File: src/rtl/uart_mem_loader.sv
// uart_mem_loader
//   Serial program loader placed in front of the system memory's write port.
//   It receives a framed binary image over an 8N1 UART line and writes it
//   byte-by-byte into memory. While a frame is in progress it holds the 6502
//   core off the bus.
//
//   Frame: 0x4C, ADDR_HI, ADDR_LO, LEN_HI, LEN_LO, LEN data bytes
//          [, CHK byte when LOADER_CHECKSUM_EN is defined]
//
//   Optional feature macro: LOADER_CHECKSUM_EN
//     When defined, a trailing checksum byte is expected. The 8-bit sum of
//     ADDR_HI, ADDR_LO, LEN_HI, LEN_LO, all data bytes and CHK must be 0x00.
//
// Parameters
//   CLK_HZ        system clock frequency in Hz
//   BAUD          UART bit rate; CLK_HZ/BAUD must be >= 4
//   TIMEOUT_BITS  idle bit-times allowed between bytes inside a frame
//
// Ports
//   clk               system clock, rising edge
//   reset_n           asynchronous active-low reset
//   uart_rx           serial input, idle high, LSB first
//   mem_write_enable  one-cycle write strobe per data byte
//   mem_address       15-bit write address (holds between writes)
//   mem_data_out      write data (holds between writes)
//   cpu_hold          high while a frame is in progress
//   done              one-cycle pulse on successful frame completion
//   error             sticky error flag, cleared by the next 0x4C header
module uart_mem_loader #(
  parameter int CLK_HZ       = 50_000_000,
  parameter int BAUD         = 115_200,
  parameter int TIMEOUT_BITS = 255
) (
  input  logic        clk,
  input  logic        reset_n,
  input  logic        uart_rx,
  output logic        mem_write_enable,
  output logic [14:0] mem_address,
  output logic [7:0]  mem_data_out,
  output logic        cpu_hold,
  output logic        done,
  output logic        error
);

  localparam int DIV     = CLK_HZ / BAUD;
  localparam int HALF    = DIV / 2;
  localparam int CW      = $clog2(DIV);
  localparam int TO_CLKS = TIMEOUT_BITS * DIV;
  localparam int TW      = $clog2(TO_CLKS + 1);

  localparam logic [CW-1:0] DIV_LAST  = CW'(DIV - 1);
  localparam logic [CW-1:0] HALF_LAST = CW'(HALF - 1);
  localparam logic [TW-1:0] TO_LAST   = TW'(TO_CLKS - 1);

  // ---------------------------------------------------------------------
  // Input synchroniser plus one extra stage for falling-edge detection.
  // Reset to the idle line level so reset release is not seen as a start.
  // ---------------------------------------------------------------------
  logic rx_meta, rx_sync, rx_prev;

  always_ff @(posedge clk or negedge reset_n) begin
    if (!reset_n) begin
      rx_meta <= 1'b1;
      rx_sync <= 1'b1;
      rx_prev <= 1'b1;
    end else begin
      rx_meta <= uart_rx;
      rx_sync <= rx_meta;
      rx_prev <= rx_sync;
    end
  end

  // ---------------------------------------------------------------------
  // UART byte receiver. rx_valid / rx_ferr pulse for one cycle after the
  // stop-bit sample; the received byte stays in rx_shift until the next
  // byte's first data sample, long after the loader has consumed it.
  // ---------------------------------------------------------------------
  typedef enum logic [1:0] {RX_IDLE, RX_START, RX_DATA, RX_STOP} rx_state_t;

  rx_state_t       rx_state;
  logic [CW-1:0]   rx_cnt;
  logic [2:0]      rx_bit;
  logic [7:0]      rx_shift;
  logic            rx_valid;
  logic            rx_ferr;

  always_ff @(posedge clk or negedge reset_n) begin
    if (!reset_n) begin
      rx_state <= RX_IDLE;
      rx_cnt   <= '0;
      rx_bit   <= '0;
      rx_shift <= '0;
      rx_valid <= 1'b0;
      rx_ferr  <= 1'b0;
    end else begin
      rx_valid <= 1'b0;
      rx_ferr  <= 1'b0;
      case (rx_state)
        RX_IDLE: begin
          if (rx_prev && !rx_sync) begin
            rx_state <= RX_START;
            rx_cnt   <= '0;
          end
        end
        RX_START: begin
          // Mid-start-bit recheck: a line back high means it was a glitch.
          if (rx_cnt == HALF_LAST) begin
            rx_cnt   <= '0;
            rx_bit   <= '0;
            rx_state <= rx_sync ? RX_IDLE : RX_DATA;
          end else begin
            rx_cnt <= rx_cnt + CW'(1);
          end
        end
        RX_DATA: begin
          if (rx_cnt == DIV_LAST) begin
            rx_cnt   <= '0;
            rx_shift <= {rx_sync, rx_shift[7:1]};
            rx_bit   <= rx_bit + 3'd1;
            if (rx_bit == 3'd7) begin
              rx_state <= RX_STOP;
            end
          end else begin
            rx_cnt <= rx_cnt + CW'(1);
          end
        end
        RX_STOP: begin
          if (rx_cnt == DIV_LAST) begin
            rx_state <= RX_IDLE;
            if (rx_sync) begin
              rx_valid <= 1'b1;
            end else begin
              rx_ferr <= 1'b1;
            end
          end else begin
            rx_cnt <= rx_cnt + CW'(1);
          end
        end
        default: rx_state <= RX_IDLE;
      endcase
    end
  end

  // ---------------------------------------------------------------------
  // Frame loader FSM. L_FIN exists only to delay the done pulse one clock
  // past the final write strobe.
  // ---------------------------------------------------------------------
  typedef enum logic [2:0] {
    L_IDLE, L_AHI, L_ALO, L_LHI, L_LLO, L_DATA, L_CHK, L_FIN
  } ld_state_t;

  ld_state_t     ld_state;
  logic [14:0]   addr;
  logic [15:0]   count;
  logic [TW-1:0] idle_cnt;
`ifdef LOADER_CHECKSUM_EN
  logic [7:0]    sum;
`endif

  always_ff @(posedge clk or negedge reset_n) begin
    if (!reset_n) begin
      ld_state         <= L_IDLE;
      addr             <= '0;
      count            <= '0;
      idle_cnt         <= '0;
      mem_write_enable <= 1'b0;
      mem_address      <= '0;
      mem_data_out     <= '0;
      cpu_hold         <= 1'b0;
      done             <= 1'b0;
      error            <= 1'b0;
`ifdef LOADER_CHECKSUM_EN
      sum              <= '0;
`endif
    end else begin
      mem_write_enable <= 1'b0;
      done             <= 1'b0;

      // Inter-byte timeout counts only while a frame is open and the
      // receiver is waiting for a start bit.
      if (ld_state == L_IDLE || rx_state != RX_IDLE) begin
        idle_cnt <= '0;
      end else begin
        idle_cnt <= idle_cnt + TW'(1);
      end

      if (rx_ferr) begin
        error    <= 1'b1;
        cpu_hold <= 1'b0;
        ld_state <= L_IDLE;
      end else if (ld_state == L_FIN) begin
        done     <= 1'b1;
        cpu_hold <= 1'b0;
        ld_state <= L_IDLE;
      end else if (rx_valid) begin
        case (ld_state)
          L_IDLE: begin
            if (rx_shift == 8'h4C) begin
              error    <= 1'b0;
              cpu_hold <= 1'b1;
              ld_state <= L_AHI;
`ifdef LOADER_CHECKSUM_EN
              sum      <= '0;
`endif
            end
          end
          L_AHI: begin
            // Address bit 15 is dropped: memory space is 32 KiB.
            addr[14:8] <= rx_shift[6:0];
            ld_state   <= L_ALO;
`ifdef LOADER_CHECKSUM_EN
            sum        <= sum + rx_shift;
`endif
          end
          L_ALO: begin
            addr[7:0] <= rx_shift;
            ld_state  <= L_LHI;
`ifdef LOADER_CHECKSUM_EN
            sum       <= sum + rx_shift;
`endif
          end
          L_LHI: begin
            count[15:8] <= rx_shift;
            ld_state    <= L_LLO;
`ifdef LOADER_CHECKSUM_EN
            sum         <= sum + rx_shift;
`endif
          end
          L_LLO: begin
            count[7:0] <= rx_shift;
`ifdef LOADER_CHECKSUM_EN
            sum        <= sum + rx_shift;
`endif
            if ({count[15:8], rx_shift} == 16'd0) begin
`ifdef LOADER_CHECKSUM_EN
              ld_state <= L_CHK;
`else
              done     <= 1'b1;
              cpu_hold <= 1'b0;
              ld_state <= L_IDLE;
`endif
            end else begin
              ld_state <= L_DATA;
            end
          end
          L_DATA: begin
            mem_write_enable <= 1'b1;
            mem_address      <= addr;
            mem_data_out     <= rx_shift;
            addr             <= addr + 15'd1;  // natural wrap 0x7FFF -> 0x0000
            count            <= count - 16'd1;
`ifdef LOADER_CHECKSUM_EN
            sum              <= sum + rx_shift;
`endif
            if (count == 16'd1) begin
`ifdef LOADER_CHECKSUM_EN
              ld_state <= L_CHK;
`else
              ld_state <= L_FIN;
`endif
            end
          end
`ifdef LOADER_CHECKSUM_EN
          L_CHK: begin
            cpu_hold <= 1'b0;
            ld_state <= L_IDLE;
            if (sum + rx_shift == 8'h00) begin
              done <= 1'b1;
            end else begin
              error <= 1'b1;
            end
          end
`endif
          default: ld_state <= L_IDLE;
        endcase
      end else if (ld_state != L_IDLE && idle_cnt == TO_LAST) begin
        error    <= 1'b1;
        cpu_hold <= 1'b0;
        ld_state <= L_IDLE;
      end
    end
  end

endmodule

File: config.mk
export PLATFORM = sky130hd
export DESIGN_NAME = uart_mem_loader
export DESIGN_NICKNAME = d
export VERILOG_FILES = /design/src/rtl/uart_mem_loader.sv
export SDC_FILE = /design/constraint.sdc
export NUM_CORES = 1
export LEC_CHECK = 0
export ABC_AREA = 0
export CAP_MARGIN = 20
export CORE_MARGIN = 2
export CORE_UTILIZATION = 33
export DETAILED_ROUTE_END_ITERATION = 10
export GPL_TIMING_DRIVEN = 0
export PLACE_DENSITY_LB_ADDON = 0.12
export RECOVER_POWER = 25
export SLEW_MARGIN = 10
export SYNTH_ARGS = -nofsm -noshare
export SYNTH_HDL_FRONTEND = slang
export SYNTH_SLANG_ARGS = --single-unit
File: constraint.sdc
create_clock -name clk -period 2.6 [get_ports clk]
set_input_delay 0.65 -clock clk [delete_from_list [all_inputs] [get_ports clk]]
set_output_delay 0.65 -clock clk [all_outputs]
set_load 0.05 [all_outputs]
==> reports/results.ini <==
[drt]
drt-initial-drc-count=243
via_count=4320
drcViolationCount=0
vias_per_cell=5.180
routed_wl_um=13150
antenna_left=0
drt-pass1-iter-count=4
wire_per_inst_um=15.77

[clock_tree]
clk_latency_ns=0.36
clkSinkCount=105
numCtsBuffers=9
postCtsSetupRepairBufs=0
cts-hold-fix-buffers=0
root_buffer=clkbuf_16
htree_num_levels=3
cts_tree=done
path_clk_slew_ns=0.07
cts_buffer_depth=2
ctsResizeCount=0

[setup_path]
critical_path_class=register to output port
r2r_end=count[10]$_DFFE_PN0P_
critPathArrivalTime_ns=1.57
cp-start-kind=register
critical-path-top-delay-family=buffers and inverters
rrSetupSlack_ns=0.42
slowest_stage=clkdlybuf4s50_1
r2r-start=count[0]$_DFFE_PN0P_
worst-path-stages=1
crit_fanout=3
reg2reg_depth=7
cp_slowest_stage_delay_ns=0.82
critPathRequiredTime_ns=1.95
endpoint_kind=output port
crit_chain=clkdlybuf4s50_1
worst-path-buf-inv=1

[finish]
fin_cells=834
drive_above_1_share_pct=8.414
diodes=0
fillers=1630
multi_input_area_sq_um=2505
regArea_sq_um=2631
nNetsFinal=626
area_growth_pct=16.60

[run]
drv_cap=1

[pwr]
clkPwrFrac_pct=43.6
p_leak_nw=2.718
power.internal_mw=2.467
power.density_nw_per_um2=517.1
ir_drop_mv=0.3163
pwr-share-comb_pct=3.7
sw_frac_of_total_pct=22.87
seq_power_share_pct=52.7
power_switching_uw=731.5

[synth]
synth_top_family_by_area=simple AND/OR/NAND/NOR gates
synth.area.top_cells=dfrtp_1 (48%), nand2_1 (7.4%), nor2_1 (4.2%)
yosys_register_bits=105
synth-simple-area-share_pct=23.82
ys_top_cells_by_count=nand2_1 (104), dfrtp_1 (102), nor2_1 (59)
synth.most_common_cell=nand2_1
ys_warn_count=0
synthAdderAreaFrac_pct=2.358
synth.avg_cell_area_sq_um=9.275
synth_compound_area_share_pct=15.00
synth_seq_area_share_pct=49.60
syn_nets=585
synth_largest_area_cell=dfrtp_1
synthFlopType=dfrtp_1
netlist-cell-type-count=63
synth_edf_count=0
async_reset_ff_share_pct=100.0
synthMuxAreaShare_pct=2.736
syn_inst=572
syn-cell-area_sq_um=5305
synth_top_area_share_pct=48.11
synth-xor-area-share_pct=3.302

[timing]
fin_crit_ns=2.217
holdWs_ns=0.3615
max_freq_ghz=0.4511
maxSlewHeadroom_pct=-1.416
rsz0062_at_grt=false
period_share_pct=85.27
hold_viol=0
slew_viol_final=25
setup_viol=0
finalClockSkew_ns=0.01109
worst_pin_slew_ns=1.521

[placement]
placed_cells=818
port_buffers=29
gp_congestion=0.8304
dp_hpwl_um=9126

[global_route]
grt_max_degree=82
gr-total-overflow=0
grt_pass1_vias=4273
grt_antenna_before_repair=0
grt_pass1_wl_um=22300
track_usage_pct=16.76

[floorplan]
initial_core_util_pct=33.64
dieHeight_um=130.8
die_width_um=130.8
num_rows=46
pin_count=30
dieArea_sq_um=17110
core_sq_um=15770

[hold_path]
min_to=rx_sync$_DFF_PN1_
hp-class=register to register
hold_path_depth=0
min-delay-start=rx_meta$_DFF_PN1_

[outcome]
violations=max-capacitance violations, max-slew violations
status=complete, but fails checks

cells by family (layout without fill, tap and decap cells):
family,count (synthesis),in the layout
adder cells (fa/ha/maj),10,10
flip-flops,105,105
buffers and inverters,38,84
XOR/XNOR,20,20
AO/OA/AOI/OAI,126,126
AND/OR/NAND/NOR,260,260
multiplexers,13,13
layout make-up:
class	count	share of cell area (%)
Inverter	14	0.8495
Multi-Input combinational cell	429	40.49
Clock buffer	11	3.924
Timing Repair Buffer	30	5.036
Sequential cell	105	42.54
Clock inverter	5	0.9102
Tap cell	216	4.369
Buffer	24	1.881
power groups by stage:
stage | sequential (mW) | clock, mW | combinational (mW)
finish | 1.68 | 1.39 | 0.120
global route | 1.69 | 1.52 | 0.142
CTS | 1.68 | 1.45 | 0.127
detailed placement | 1.71 | 0 | 0.128
global placement | 1.72 | 0 | 0.119
floorplan | 1.71 | 0 | 0.0642
routing by layer:
metal  vias up  global-route usage (%)  wire (um)
met2        64                   27.63       6247
li1       2109                       -          -
met3        12                   4.479        524
met5         -                       0          0
met1      2135                   22.26       6229
met4         0                   3.692        148
registers in the layout, indices dropped and copies added (netlist names), named ones only:
| register | count |
|---|---|
| addr | 15 |
| count | 16 |
| cpu_hold | 1 |
| done | 1 |
| error | 1 |
| idle_cnt | 17 |
| ld_state | 3 |
| mem_address | 15 |
| mem_data_out | 8 |
| mem_write_enable | 1 |
| rx_bit | 3 |
| rx_cnt | 9 |
| rx_ferr | 1 |
| rx_meta | 1 |
| rx_prev | 1 |
| rx_shift | 8 |
| rx_state | 1 |
| rx_sync | 1 |
| rx_valid | 1 |
per-stage QoR:
stage	setup slack [ns]	power (mW)	util [%]	setup TNS (ns)	instance area (sq um)
floorplan	0.7405	1.775	-	0	5305
global placement	-3.308	1.834	37.19	-342.23	5866
detailed placement	0.4474	1.842	37.38	0	5894
CTS	0.3505	3.261	39.27	0	6193
global route	0.1841	3.350	39.23	0	6186
finish	0.3830	3.199	39.23	0	6186
cell usage in the layout (no fill, tap or decap), types with 8 or more instances in the layout:
cell type | synthesis | layout
a21oi_1 | 36 | 36
a31oi_1 | 12 | 12
clkbuf_1 | 16 | 18
clkbuf_16 | 0 | 9
clkdlybuf4s50_1 | 0 | 27
dfrtp_1 | 102 | 102
ha_1 | 10 | 10
inv_1 | 13 | 13
mux2_2 | 8 | 8
nand2_1 | 104 | 104
nand3_1 | 18 | 18
nand4_1 | 14 | 14
nor2_1 | 59 | 59
nor3_1 | 11 | 11
o21ai_0 | 34 | 34
o22a_1 | 11 | 11
xnor2_1 | 10 | 10
xor2_1 | 10 | 10
worst max path at each step:
stage / slack (ns) / endpoint / startpoint
after floorplan: 0.74 / ld_state[0]$_DFFE_PN0P_ / idle_cnt[8]$_DFF_PN0_
after global placement: -3.31 / idle_cnt[9]$_DFF_PN0_ / reset_n
after detailed placement: 0.45 / rx_cnt[3]$_DFFE_PN0P_ / rx_cnt[0]$_DFFE_PN0P_
after CTS: 0.35 / cpu_hold / cpu_hold$_DFFE_PN0P_
after global routing: 0.18 / rx_cnt[2]$_DFFE_PN0P_ / rx_cnt[0]$_DFFE_PN0P_
final: 0.38 / cpu_hold / cpu_hold$_DFFE_PN0P_
No activity file was read; power rests on OpenSTA's default activity.
